<file path="src/rtl/token_out_buffer.sv">
// token_out_buffer
//   Registered elastic output stage on the forward-token result path of an
//   ALU lane. Result tokens are queued in a small FIFO and presented to the
//   consumer from a register. Toward the producer, the stage drives a
//   registered nack when the FIFO is full. It also relays the consumer's
//   terminal/valid/condition bits one cycle later. A small framing FSM
//   follows acquire (a) / release (r) on dequeued tokens, so the lane can tell
//   when a token stream has fully drained.
//
// Ports
//   clock    : single clock
//   reset    : asynchronous, active-low reset
//   I_FTk    : forward token from the producer (ALU result)
//   O_BTk    : backward token to the producer (n = full, t/v/c relayed)
//   O_FTk    : forward token to the consumer (registered FIFO head)
//   I_BTk    : backward token from the consumer (n = stall)
//   O_Busy   : framed stream open / draining, or FIFO not empty
//   O_Count  : current FIFO occupancy

package pkg_en;
   localparam int WIDTH_DATA = 8;

   typedef struct packed {
      logic                  v;
      logic                  a;
      logic                  c;
      logic                  r;
      logic [WIDTH_DATA-1:0] d;
   } FTk_t;

   typedef struct packed {
      logic n;
      logic t;
      logic v;
      logic c;
   } BTk_t;
endpackage

module token_out_buffer #(
   parameter int DEPTH      = 2,
   parameter int WIDTH_DATA = pkg_en::WIDTH_DATA
) (
   input  logic                       clock,
   input  logic                       reset,
   input  pkg_en::FTk_t               I_FTk,
   output pkg_en::BTk_t               O_BTk,
   output pkg_en::FTk_t               O_FTk,
   input  pkg_en::BTk_t               I_BTk,
   output logic                       O_Busy,
   output logic [$clog2(DEPTH):0]     O_Count
);

   localparam int PW = $clog2(DEPTH);
   localparam int CW = PW + 1;
   localparam logic [CW-1:0] FULL_COUNT = CW'(DEPTH);
   localparam logic [CW-1:0] ONE_COUNT  = CW'(1);

   localparam logic [1:0] IDLE  = 2'd0;
   localparam logic [1:0] OPEN  = 2'd1;
   localparam logic [1:0] DRAIN = 2'd2;

   if (DEPTH < 2 || (DEPTH & (DEPTH - 1)) != 0) begin : gBadDepth
      $error("token_out_buffer: DEPTH must be a power of two, at least 2");
   end
   if (WIDTH_DATA != pkg_en::WIDTH_DATA) begin : gBadWidth
      $error("token_out_buffer: WIDTH_DATA must match pkg_en::WIDTH_DATA");
   end

   pkg_en::FTk_t      mem [DEPTH];
   pkg_en::FTk_t      outTok;
   pkg_en::FTk_t      headNext;
   pkg_en::BTk_t      backTok;
   logic [PW-1:0]     rPtr;
   logic [PW-1:0]     wPtr;
   logic [PW-1:0]     rPtrNext;
   logic [CW-1:0]     count;
   logic [CW-1:0]     countNext;
   logic [1:0]        state;
   logic [1:0]        stateNext;
   logic              full;
   logic              enq;
   logic              deq;

   // Full blocks enqueue even when a dequeue frees a slot in the same cycle.
   // This keeps the accept decision consistent with the registered nack the
   // producer sees.
   assign full = (count == FULL_COUNT);
   assign enq  = I_FTk.v && !full;
   assign deq  = outTok.v && !I_BTk.n;

   always_comb begin
      countNext = count;
      if (enq && !deq) begin
         countNext = count + 1'b1;
      end else if (!enq && deq) begin
         countNext = count - 1'b1;
      end
   end

   assign rPtrNext = deq ? rPtr + 1'b1 : rPtr;

   // The output register is loaded with the head as it will be after this
   // edge. If the incoming token becomes the only entry, it bypasses storage.
   // That gives one cycle of latency from an empty buffer.
   always_comb begin
      headNext = '0;
      if (enq && countNext == ONE_COUNT) begin
         headNext = I_FTk;
      end else if (countNext != '0) begin
         headNext = mem[rPtrNext];
      end
   end

   always_comb begin
      stateNext = state;
      case (state)
         IDLE: begin
            if (deq && outTok.a) begin
               stateNext = outTok.r ? DRAIN : OPEN;
            end
         end
         OPEN: begin
            if (deq && outTok.r) begin
               stateNext = DRAIN;
            end
         end
         DRAIN: begin
            if (count == '0 && !enq) begin
               stateNext = IDLE;
            end
         end
         default: stateNext = IDLE;
      endcase
   end

   always_ff @(posedge clock) begin
      if (enq) begin
         mem[wPtr] <= I_FTk;
      end
   end

   always_ff @(posedge clock or negedge reset) begin
      if (!reset) begin
         rPtr    <= '0;
         wPtr    <= '0;
         count   <= '0;
         outTok  <= '0;
         backTok <= '0;
         state   <= IDLE;
      end else begin
         rPtr    <= rPtrNext;
         if (enq) begin
            wPtr <= wPtr + 1'b1;
         end
         count   <= countNext;
         outTok  <= headNext;
         backTok <= '{n: (countNext == FULL_COUNT), t: I_BTk.t, v: I_BTk.v, c: I_BTk.c};
         state   <= stateNext;
      end
   end

   assign O_FTk   = outTok;
   assign O_BTk   = backTok;
   assign O_Count = count;
   assign O_Busy  = (state != IDLE) || (count != '0);

endmodule

</file>
<file path="config.mk">
export PLATFORM = sky130hd
export DESIGN_NAME = token_out_buffer
export DESIGN_NICKNAME = d
export VERILOG_FILES = /design/src/rtl/token_out_buffer.sv
export SDC_FILE = /design/constraint.sdc
export NUM_CORES = 1
export LEC_CHECK = 0
export CORE_ASPECT_RATIO = 1.25
export CORE_MARGIN = 2
export CORE_UTILIZATION = 30
export CTS_CLUSTER_SIZE = 28
export DETAILED_ROUTE_END_ITERATION = 7
export GPL_ROUTABILITY_DRIVEN = 0
export PLACE_DENSITY = 0.57
export SYNTH_ARGS = -nofsm -noshare
export SYNTH_HDL_FRONTEND = slang
export SYNTH_SLANG_ARGS = --single-unit
</file>
<file path="constraint.sdc">
create_clock -name clock -period 2.2 [get_ports clock]
set_input_delay 0.66 -clock clock [delete_from_list [all_inputs] [get_ports clock]]
set_output_delay 0.66 -clock clock [all_outputs]
set_load 0.01 [all_outputs]
</file>
* After elaboration in Yosys (flattened, before gate mapping) *
Memories as Yosys holds them, arrays and structs flattened.
Index checks and enable logic that the tools add are counted.

storage, ports and cells
  output and inout bits = 19
  RAM bits = 24
  word-level logic and storage cells = 57
  memories = 1
  bits in registers = 22
  input port bits = 18

cells by class
  reduce and logical (&&, ||, !) cells = 19
  mux-type cells = 12
  eq/ne operators = 8
  add/subtract/negate cells = 4

memory list
  memory  depth  width  rd ports  clocked after Yosys merged registers in  wr ports  line  source
  mem     2      12     1         0                                        1         69    pkg_en::FTk_t mem [DEPTH];

operator list
  operator             number
  $mux 12              2
  $mux 2               6
  $logic_and 1x1->1    8
  $eq 2x2->1 const B   3
  $ne 2x2->1 const B   3
  $pmux 2 s3           1
  $reduce_bool 2->1    3
  $eq 2x1->1 const B   2
  $logic_not 1->1      4
  $logic_not 2->1      2
  $mux 1               3
  $reduce_and 3->1     1
  $add 1x1->1 const B  2
  $add 2x1->2 const B  1
  $sub 2x1->2 const B  1
  $logic_or 1x1->1     1

* Logic depth before layout (Yosys ltp) *
  word-level depth = 10
  mapped depth = 10
  mapped depth without buffers = 7

* Worst setup path after synthesis *
OpenSTA, ideal clock, no wires.

  path type = register to register
  start point = register count[0], in the netlist O_Count[0]
  end point = memory mem[0][0] (netlist bit) (enable)
  arrival = 1.654 ns
  buffers on the path = 2
  stages on the path, launching flop included = 7
  setup time = 0.380 ns
  slack = 0.166 ns
  required time = 1.820 ns
  period minus slack after synthesis = 2.034 ns
  path through = dfrtp_1 -> buf_2 -> inv_1 -> ha_1 -> nand2b_1 -> buf_6 -> nor2_1

between the ends
  word-level cells in the longest chain between the ends = 5

RTL lines
  what                          line  source
  from (decl)                   76    logic [CW-1:0] count;
  from (signal assigned)        155   count <= countNext;
  $eq 2x2->1                    87    assign full = (count == FULL_COUNT);
  $logic_not 1->1               88    assign enq = I_FTk.v && !full;
  $logic_and 1x1->1             88
  $mux 1                        137   if (enq) begin
  $mux 1 (implied by the code)  138   mem[wPtr] <= I_FTk;
  to (decl)                     69

Every way passes these cells.

==> key figures <==
Status
  • Status: completed

Cells and area
  • NumNets Final: slightly below 200
  • Layout cells sized above 1: 0.2229
  • Fillcell total: ~600
  • Non-filler cells, final: between 200 and 300
  • Diodes inserted: 0
  • Area delta synth->final: 33.85%

Die
  • Chip width: 75.59 um
  • Core Box Area: slightly above 6000 sq um
  • Die height: approximately 93 um
  • DIE AREA: 7067 sq um
  • Starting Density: 0.3117
  • Placement Rows: 32
  • IO Pins: 37

Detailed routing
  • Drt pass-1 iters: 5
  • Residual DRC count: 0
  • Via-to-Cell Ratio: about 4.6
  • Antenna Nets Post-Route: 0
  • Wire per inst: 13.46 um
  • Vias post-DR: between 1000 and 1500
  • Drt total wl: approximately 3.5 mm
  • DRT iter0 DRCs: between 60 and 70

Synth
  • Sequential area share after synthesis: 0.6615
  • Synth top area share: 0.3750
  • Synthesized flop and latch total: 46
  • Area leader, netlist: edfxtp_1
  • Post-synth top cells: edfxtp_1 (24), dfrtp_1 (22), mux2i_1 (12)
  • Most frequent cell after synthesis: edfxtp_1
  • Synth top area cells: edfxtp_1 (38%), dfrtp_1 (29%), o2bb2ai_2 (7.8%), mux2i_1 (6.3%), xnor2_4 (1.4%)
  • Post-synthesis instance area: a little under 2000 sq um
  • Asr flop ratio synth: 0.4783
  • Syn. warnings: 0
  • Post-synth EDFFs: 24
  • Syn_nets: roughly 140
  • Mapped Cells: ~120
  • Average instance area after synthesis: about 16 sq um
  • Top FF cell, synth: edfxtp_1
  • Distinct cells, synth: 32

Clock network
  • Skew-Pair Late Insertion Delay: between 0.2 and 0.3 ns
  • Hold_buf cts: 0
  • Worst-path clk slew: approximately 0.08 ns
  • Sink Count: 46
  • Bufs on Longest Clock Path: 2
  • CTS tree: done
  • CTS Buf Count: 5
  • Clk root buf: clkbuf_8
  • Post-CTS Setup Bufs: 0
  • Post-CTS Resized: 1
  • CTS H-tree depth: 2

Hold path
  • Hold Path Sink: state[0]$_DFFE_PN0P_
  • HP Start: state[1]$_DFFE_PN0P_
  • Worst Hold Class: reg2reg
  • WHS Path Cells: 1

Power and ir drop
  • Total chip power: approximately 3.6 mW
  • Power Density: 1385 nW/um^2
  • Leakage: ~0.99 nW
  • Clk pwr share: 0.171
  • Int Power: 2.376 mW
  • Sequential power share: 0.370
  • Peak supply drop: ~0.37 mV
  • Combinational power share: 0.459
  • Sw Pwr: approximately 1.2 mW
  • Switching Share: 0.3329

Worst setup path
  • Max FO, Critical Path: 11
  • Worst Path Required: 2.39 ns
  • R2r startpoint: O_Count[1]$_DFF_PN0_
  • Critical path data arrival time: 2.22 ns
  • Worst reg2reg setup slack: 0.32 ns
  • Reg-to-Reg End: O_FTk[5]$_DFF_PN0_
  • Crit path from: I_BTk[3]
  • Element type at the critical path end: register
  • Cell depth of the worst flop-to-flop path: 8
  • Worst Path Class, Setup: in2reg
  • CP startpoint kind: primary input

Global routing
  • GRT overflow: 0
  • Initial antenna violation count: 0
  • GRT Overall Usage: 0.1099
  • Pin count of the biggest net entering global routing: 23
  • First-pass GRT wire length: between 5 and 6 mm
  • Vias in the first global route: approximately 1200

Timing
  • Fin worst setup slack: approximately 0.17 ns
  • WHS: approximately 0.5 ns
  • Worst Max-Slew Pin Slew: 0.3243 ns
  • Clk_skew: between 0.004 and 0.005 ns
  • Max-slew violations: 0
  • Final Hold Viols: 0
  • Fmax: 0.4921 GHz
  • RSZ-0062 raised after global routing: no
  • Slew headroom: 0.7834
  • Post-route setup TNS: 0 ns
  • Min Tclk post-route: ~2 ns
  • Tcrit/Tclk final: 0.9236
  • # setup viols final: 0

Placement
  • Placed insts: 252
  • Hpwl dp: ~2.5 mm
  • Port Buf Inserts: 36
  • Place WS: -0.1306 ns

Job
  • Max Cap Violations: 0
## cell type report
type | instances | area (sq um) | area share
well taps | 85 | 106.4 | 0.04134
clock inverters | 2 | 37.54 | 0.01459
repair buffers | 52 | 491.7 | 0.1911
clock buffers | 6 | 72.57 | 0.02821
multi-input cells | 66 | 581.8 | 0.2262
inverters | 3 | 11.26 | 0.004377
flip-flops and latches | 46 | 1271 | 0.4942
## cell usage in the layout (no fill, tap or decap), types with 4 or more instances in the layout
cell type	Yosys	final
a21oi_1	5	5
buf_4	3	15
clkbuf_8	0	5
clkdlybuf4s50_1	0	35
dfrtp_1	22	22
edfxtp_1	24	24
mux2i_1	12	12
nor2_1	6	6
nor3_1	4	4
o2bb2ai_2	10	10
## flip-flops by register name, summed over array words and instances, names as in the netlist
signal	cells
mem	24
O_FTk	12
O_BTk	4
O_Count	2
state	2
rPtr	1
wPtr	1
## kinds of logic (layout without fill, tap and decap cells)
group                    count (synthesis)  count (layout)  share of synthesized area
XOR/XNOR                                 3               3                    0.02344
buffers and inverters                   10              63                    0.03580
AO/OA/AOI/OAI                           29              29                     0.1478
flip-flops                              46              46                     0.6615
adder cells (fa/ha/maj)                  2               2                    0.01302
AND/OR/NAND/NOR                         20              20                    0.05599
multiplexers                            12              12                    0.06250
## worst max-delay path: stages
cell,delay [ns]
clkdlybuf4s50_1,0.45
nor2b_4,0.31
xnor2_4,0.16
mux2i_1,0.30
a21oi_1,0.12
o221a_1,0.22
## worst max path at each step
stage                                endpoint  cells after the start  slack [ns]
after floorplan           mem[0][0]$_DFFE_PP_                      6        0.17
after global placement    O_FTk[11]$_DFF_PN0_                      6       -0.10
after detailed placement  O_FTk[11]$_DFF_PN0_                      6       -0.13
after CTS                          O_Count[1]                      2        0.16
after global routing      O_FTk[11]$_DFF_PN0_                      6        0.07
final                     O_FTk[11]$_DFF_PN0_                      6        0.17
## power by group through the flow
stage               registers, mW  clock network, mW  logic [mW]
global route                 1.35              0.671        1.81
global placement             1.34                  0        1.62
finish                       1.32              0.609        1.63
floorplan                    1.40                  0       0.950
CTS                          1.32              0.636        1.66
detailed placement           1.34                  0        1.67
## metal layers
| metal | vias to the layer above | share of wire | track usage |
|---|---|---|---|
| met3 | 5 | 0.057 | 0.03341 |
| met1 | 580 | 0.39 | 0.1234 |
| li1 | 560 | - | - |
| met5 | - | 0 | 0 |
| met4 | 0 | 0.022 | 0.05263 |
| met2 | 39 | 0.53 | 0.1848 |
## metrics by stage
| step | utilization | cell area, sq um |
|---|---|---|
| after global placement | 0.3996 | 2464 |
| after floorplan | - | 1922 |
| after CTS | 0.4172 | 2572 |
| after detailed placement | 0.3996 | 2464 |
| after global routing | 0.4172 | 2572 |
| final | 0.4172 | 2572 |
(Power assumes the default switching activity.)
